## config.mk

```make
export PLATFORM = sky130hd
export DESIGN_NAME = div32_seq
export DESIGN_NICKNAME = d
export VERILOG_FILES = /design/src/rtl/div32_seq_pkg.sv /design/src/rtl/div32_seq_adder32b.sv /design/src/rtl/div32_seq.sv
export SDC_FILE = /design/constraint.sdc
export NUM_CORES = 1
export LEC_CHECK = 0
export CAP_MARGIN = 0
export CORE_MARGIN = 2
export CORE_UTILIZATION = 40
export DETAILED_ROUTE_END_ITERATION = 10
export RECOVER_POWER = 100
export SLEW_MARGIN = 30
export SYNTH_ARGS = -nofsm -noshare
export SYNTH_HDL_FRONTEND = slang
export SYNTH_HIERARCHICAL = 1
export SYNTH_SLANG_ARGS = --single-unit
```

## constraint.sdc

```tcl
create_clock -name CLK -period 4.2 [get_ports CLK]
set_input_delay 0.84 -clock CLK [delete_from_list [all_inputs] [get_ports CLK]]
set_output_delay 0.84 -clock CLK [all_outputs]
set_load 0.02 [all_outputs]
```

## src/rtl/div32_seq_pkg.sv

```systemverilog
// Shared ALU package for the iterative divider.
// Holds the divider FSM state encoding, the iteration count, the result
// constants for the two special cases, and a two's-complement negate helper.
package div32_seq_pkg;

   localparam int          DIV_ITER   = 32;
   localparam int          CNT_W      = $clog2(DIV_ITER);
   localparam logic [31:0] DIV_ZERO_Q = 32'hFFFF_FFFF;
   localparam logic [31:0] INT_MIN    = 32'h8000_0000;

   typedef enum logic [2:0] {
      ST_IDLE = 3'd0,
      ST_PREP = 3'd1,
      ST_ITER = 3'd2,
      ST_FIX  = 3'd3,
      ST_DONE = 3'd4
   } div_state_e;

   // Two's-complement negate. Used for the magnitude and sign fix-ups, which
   // are plain inline logic rather than extra adder instances.
   function automatic logic [31:0] neg32(input logic [31:0] x);
      return ~x + 32'd1;
   endfunction

endpackage

```

## src/rtl/div32_seq_adder32b.sv

```systemverilog
// Adder32b: 32-bit combinational add/subtract unit.
// Ports:
//   A, B  in  32  operands
//   SUB   in  1   1 = A - B (A + ~B + 1), 0 = A + B
//   SUM   out 32  result
//   COUT  out 1   carry-out; when SUB = 1, COUT = 1 means no borrow (A >= B)
module Adder32b (
   input  logic [31:0] A,
   input  logic [31:0] B,
   input  logic        SUB,
   output logic [31:0] SUM,
   output logic        COUT
);

   logic [32:0] full;

   always_comb begin
      full = {1'b0, A} + {1'b0, B ^ {32{SUB}}} + {32'd0, SUB};
   end

   assign SUM  = full[31:0];
   assign COUT = full[32];

endmodule

```

## src/rtl/div32_seq.sv

```systemverilog
// div32_seq: iterative restoring 32-bit divider, one quotient bit per cycle.
// Implements RISC-V DIV/DIVU/REM/REMU semantics, including divide-by-zero
// and signed overflow.
// Ports:
//   CLK     in  1   clock, rising edge
//   RST     in  1   synchronous active-high reset
//   START   in  1   request, accepted only in IDLE or DONE
//   SIGNED  in  1   1 = DIV/REM, 0 = DIVU/REMU (sampled with START)
//   A, B    in  32  dividend / divisor (sampled with START)
//   BUSY    out 1   high in PREP, ITER and FIX
//   DONE    out 1   one-cycle pulse, Q/R valid
//   Q, R    out 32  quotient / remainder, held until the next result
module div32_seq
   import div32_seq_pkg::*;
(
   input  logic        CLK,
   input  logic        RST,
   input  logic        START,
   input  logic        SIGNED,
   input  logic [31:0] A,
   input  logic [31:0] B,
   output logic        BUSY,
   output logic        DONE,
   output logic [31:0] Q,
   output logic [31:0] R
);

   div_state_e       state_q, state_d;
   logic [31:0]      a_q, a_d;        // raw operands captured with START
   logic [31:0]      b_q, b_d;
   logic             sgn_q, sgn_d;
   logic [31:0]      bmag_q, bmag_d;  // |B| used by every trial subtraction
   logic [31:0]      rem_q, rem_d;
   logic [31:0]      dvd_q, dvd_d;    // dividend shifts out, quotient shifts in
   logic [CNT_W-1:0] cnt_q, cnt_d;
   logic             sq_q, sq_d;
   logic             sr_q, sr_d;
   logic [31:0]      q_q, q_d;
   logic [31:0]      r_q, r_d;

   logic [31:0]      rs;
   logic             t;
   logic [31:0]      sum;
   logic             cout;
   logic             qb;
   logic [31:0]      amag;

   // Shifted partial remainder; t is the bit pushed out of the 32-bit
   // register. When t is set the true remainder is >= 2^32 > |B|, so the
   // subtraction always succeeds and the truncated adder sum is still exact.
   assign rs = {rem_q[30:0], dvd_q[31]};
   assign t  = rem_q[31];
   assign qb = t | cout;

   Adder32b u_add (
      .A    (rs),
      .B    (bmag_q),
      .SUB  (1'b1),
      .SUM  (sum),
      .COUT (cout)
   );

   always_comb begin
      state_d = state_q;
      a_d     = a_q;
      b_d     = b_q;
      sgn_d   = sgn_q;
      bmag_d  = bmag_q;
      rem_d   = rem_q;
      dvd_d   = dvd_q;
      cnt_d   = cnt_q;
      sq_d    = sq_q;
      sr_d    = sr_q;
      q_d     = q_q;
      r_d     = r_q;
      amag    = (sgn_q & a_q[31]) ? neg32(a_q) : a_q;

      case (state_q)
         ST_IDLE, ST_DONE: begin
            state_d = ST_IDLE;
            if (START) begin
               a_d     = A;
               b_d     = B;
               sgn_d   = SIGNED;
               state_d = ST_PREP;
            end
         end
         ST_PREP: begin
            sq_d   = sgn_q & (a_q[31] ^ b_q[31]);
            sr_d   = sgn_q & a_q[31];
            bmag_d = (sgn_q & b_q[31]) ? neg32(b_q) : b_q;
            rem_d  = '0;
            dvd_d  = amag;
            cnt_d  = '0;
            if (b_q == '0) begin
               q_d     = DIV_ZERO_Q;
               r_d     = a_q;
               state_d = ST_DONE;
            end else if (sgn_q && (a_q == INT_MIN) && (b_q == 32'hFFFF_FFFF)) begin
               q_d     = INT_MIN;
               r_d     = '0;
               state_d = ST_DONE;
            end else begin
               state_d = ST_ITER;
            end
         end
         ST_ITER: begin
            rem_d = qb ? sum : rs;
            dvd_d = {dvd_q[30:0], qb};
            cnt_d = cnt_q + 1'b1;
            if (cnt_q == CNT_W'(DIV_ITER - 1)) state_d = ST_FIX;
         end
         ST_FIX: begin
            q_d     = sq_q ? neg32(dvd_q) : dvd_q;
            r_d     = sr_q ? neg32(rem_q) : rem_q;
            state_d = ST_DONE;
         end
         default: state_d = ST_IDLE;
      endcase
   end

   always_ff @(posedge CLK) begin
      if (RST) begin
         state_q <= ST_IDLE;
         a_q     <= '0;
         b_q     <= '0;
         sgn_q   <= 1'b0;
         bmag_q  <= '0;
         rem_q   <= '0;
         dvd_q   <= '0;
         cnt_q   <= '0;
         sq_q    <= 1'b0;
         sr_q    <= 1'b0;
         q_q     <= '0;
         r_q     <= '0;
      end else begin
         state_q <= state_d;
         a_q     <= a_d;
         b_q     <= b_d;
         sgn_q   <= sgn_d;
         bmag_q  <= bmag_d;
         rem_q   <= rem_d;
         dvd_q   <= dvd_d;
         cnt_q   <= cnt_d;
         sq_q    <= sq_d;
         sr_q    <= sr_d;
         q_q     <= q_d;
         r_q     <= r_d;
      end
   end

   assign BUSY = (state_q == ST_PREP) || (state_q == ST_ITER) || (state_q == ST_FIX);
   assign DONE = (state_q == ST_DONE);
   assign Q    = q_q;
   assign R    = r_q;

endmodule

```

==> results.md, run 1 <==
* CTS tree: built
* Setup crit start kind: flop
* H-tree depth at 1
* TritonCTS buffer count at 27
* # rows at 69
* Die W at 192 µm
* Crit-path slowest cell: nor2_1
* Hold_buf cts at 0
* Wire length per cell at 20.1 µm
* Synth unique cells at 77
* Vias in the first global route at 12700
* F_max at 0.263 GHz
* Slew Limit Headroom at -38.4%
* Buffers on Ports at 133
* Final Cycle Share at 90.7%
* Initial antenna violation count at 0
* Sequential share of the synthesized area at 33.1%
* Top cells by count, synth: a21oi_1 (305), nand2_1 (276), dfxtp_1 (235)
* Status: finished with violations
* Leakage at 6.27 nW
* First-pass GRT wire length at 73200 µm
* Vias after detailed routing at 13800
* Largest family of logic cells by synthesized area: compound AO/OA/AOI/OAI gates
* Die Y at 192 µm
* Pin count of the biggest net entering global routing at 86
* Net Count, Synth at 1934
* Final setup vio count at 0
* Area leader, netlist: dfxtp_1
* Core ar. at 35200 µm²
* Async set-reset flop share out of synthesis at 0%
* Critical Path AT at 4.31 ns
* CP dominant cell by count: nor2_1
* Share of cells above drive strength 1 at 6.25%
* Synth Warn # at 6
* Seq cells post-synth at 235
* Count of cells resized by post-cts repair at 0
* Number of enable flip-flop cells after synthesis at 0
* Antenna Nets Post-Route at 0
* RSZ-0062 raised after global routing: no
* Crit path kind: reg2reg
* Post-Syn Instances at 1824
* Clock Root Buffer: clkbuf_16
* Top cell type's share of synthesized area at 33.1%
* Die area at 37000 µm²
* Max VDD drop at 0.000293 V
* Total global routing overflow at 0
* Period minus WS final at 3.81 ns
* Total track usage at 25.1%
* Worst Tran Pin Value at 2.08 ns
* Count leader, synth: a21oi_1
* DRC violations left at 0
* Max_cap viols at 4
* Violated checks: capacitance limit, slew limit
* DR iter-0 viols at 1365
* Drt first pass iters at 5
* Pwr/cell area at 351 nW/µm²
* HP Class: reg2reg
* Post-synthesis compound-gate area fraction at 28.9%
* Starting density of the core at 40.3%
* Final Slew Violations at 199
* Clock Path Buffers at 3
* Syn Area/Cell at 7.79 µm²
* Total Routed Length at 47300 µm
* Final Skew at 0.0351 ns
* N_diodes at 0
* Simple-gate portion of the synthesized area at 18.0%
* CP Data Required Time at 4.70 ns
* Clk sinks at 235
* Critical path peak fanout at 44
* Worst-path cell chain: nand2b_1, nor2_1, nor2_1, clkbuf_2, a22oi_1, a21oi_1
* Final Hold Vio Count at 0
* Worst-path clk slew at 0.06 ns
* Area growth syn-to-layout at 16.1%
* TNS Setup at 0 ns
* Vias/cell at 5.87
* CP Capture Type: flop
* Portion of netlist area occupied by mux cells at 0.167%
* Layout Nets at 1979
* Max stage delay on crit path at 1.31 ns
* Area after DPL at 15800 µm²
* I/O pin total at 134
* Final standard cell area without fillers at 16500 µm²
* Post-synth top flop: dfxtp_1
* Gp weighted congestion at 0.903
* Area share of fa/ha/maj cells after synthesis at 3.75%
* Most area-consuming cells after synthesis: dfxtp_1 (33%), a21oi_1 (11%), nand2_1 (7.3%)
* Post-Synth XOR/XNOR Area at 10.7%
* Post-DP HPWL at 33900 µm
* Postcts setup bufs at 0
* Mapped Area at 14200 µm²
* Clock insertion delay at the later pin of the skew report at 0.57 ns
report_power, final:
group          switching (W)  internal [W]
Clock               0.000986       0.00130
Combinational       0.000660      0.000368
Sequential          0.000150       0.00233
cell families (layout without fill, tap and decap cells):
family | Yosys count | count (layout)
buffers and inverters | 180 | 245
other | 1 | 1
and+or+nand+nor | 545 | 545
AOI/OAI and AO/OA | 646 | 646
DFF | 235 | 235
xor gates and xnor gates | 173 | 173
muxes | 2 | 2
adders and majority gates | 42 | 42
final timing paths:
path,slack (ns),cells past startpoint,endpoint,start
setup / recovery,0.39,6,dvd_q[2],state_q[2]
hold / removal,0.50,2,cnt_q[2],cnt_q[2]
setup reg to reg,0.39,6,dvd_q[2],state_q[2]
hold reg to reg,0.50,2,cnt_q[2],cnt_q[2]
critical path: cells and delay by family (launching register included):
family,cells,cell delay (ns)
AO/OA/AOI/OAI,2,0.43
buffers and inverters,1,1.00
AND/OR/NAND/NOR,3,1.83
flip-flops,1,0.46
registers in the layout, indices dropped and copies added, names as in the netlist, 5 cells and up:
name / count
R: 32
Q: 32
dvd_q: 32
b_q: 32
rem_q: 32
a_q: 32
cnt_q: 5
bmag_q: 32
routing by layer:
metal | part of all wire (%) | GRT usage (%) | vias to the layer above | wire length, µm
met4 | 2.2 | 5.64 | 0 | 1050
met5 | 0 | 0 | - | 0
li1 | - | - | 6650 | -
met2 | 42 | 37.1 | 522 | 19800
met1 | 48 | 37.9 | 6539 | 22600
met3 | 8.0 | 3.84 | 75 | 3770
placed cells by master (no fill, tap or decap), types with 41 or more instances in the layout:
master	instances
dlygate4sd3_1	66
xnor2_1	93
clkdlybuf4s50_1	66
o21ai_0	61
a21oi_1	305
nand2_1	275
ha_1	41
a211oi_1	50
dfxtp_1	234
o31ai_1	53
xor2_1	80
nor2_1	107
a22oi_1	60
per-stage QoR:
step / hold slack, ns / instances / power (W) / worst slack (ns) / utilization (%)
CTS: 0.499 / 2350 / 0.00583 / 0.686 / 47.2
detailed placement: 0.492 / 2301 / 0.00356 / 0.748 / 44.8
global route: 0.533 / 2350 / 0.00603 / 0.219 / 46.8
finish: 0.501 / 2350 / 0.00579 / 0.391 / 46.8
floorplan: 0.448 / 1824 / 0.00319 / 1.16 / -
global placement: 0.478 / 2301 / 0.00354 / 0.839 / 44.8
area by class of cell:
type / instances / area [µm²]
fillers: 3552 / 18700
multi-input cells: 1409 / 8650
flip-flops and latches: 235 / 4710
repair buffers: 167 / 1610
clock buffers: 38 / 747
well taps: 461 / 577
inverters: 29 / 109
clock inverters: 11 / 93.8
No activity file was read; power rests on OpenSTA's default activity.
==> inputs of run 2 (changes only) <==
CAP_MARGIN = 10   (was 0)
==> results of run 2 <==
No change in the layout: final DEF, timing and power equal those of run 1.
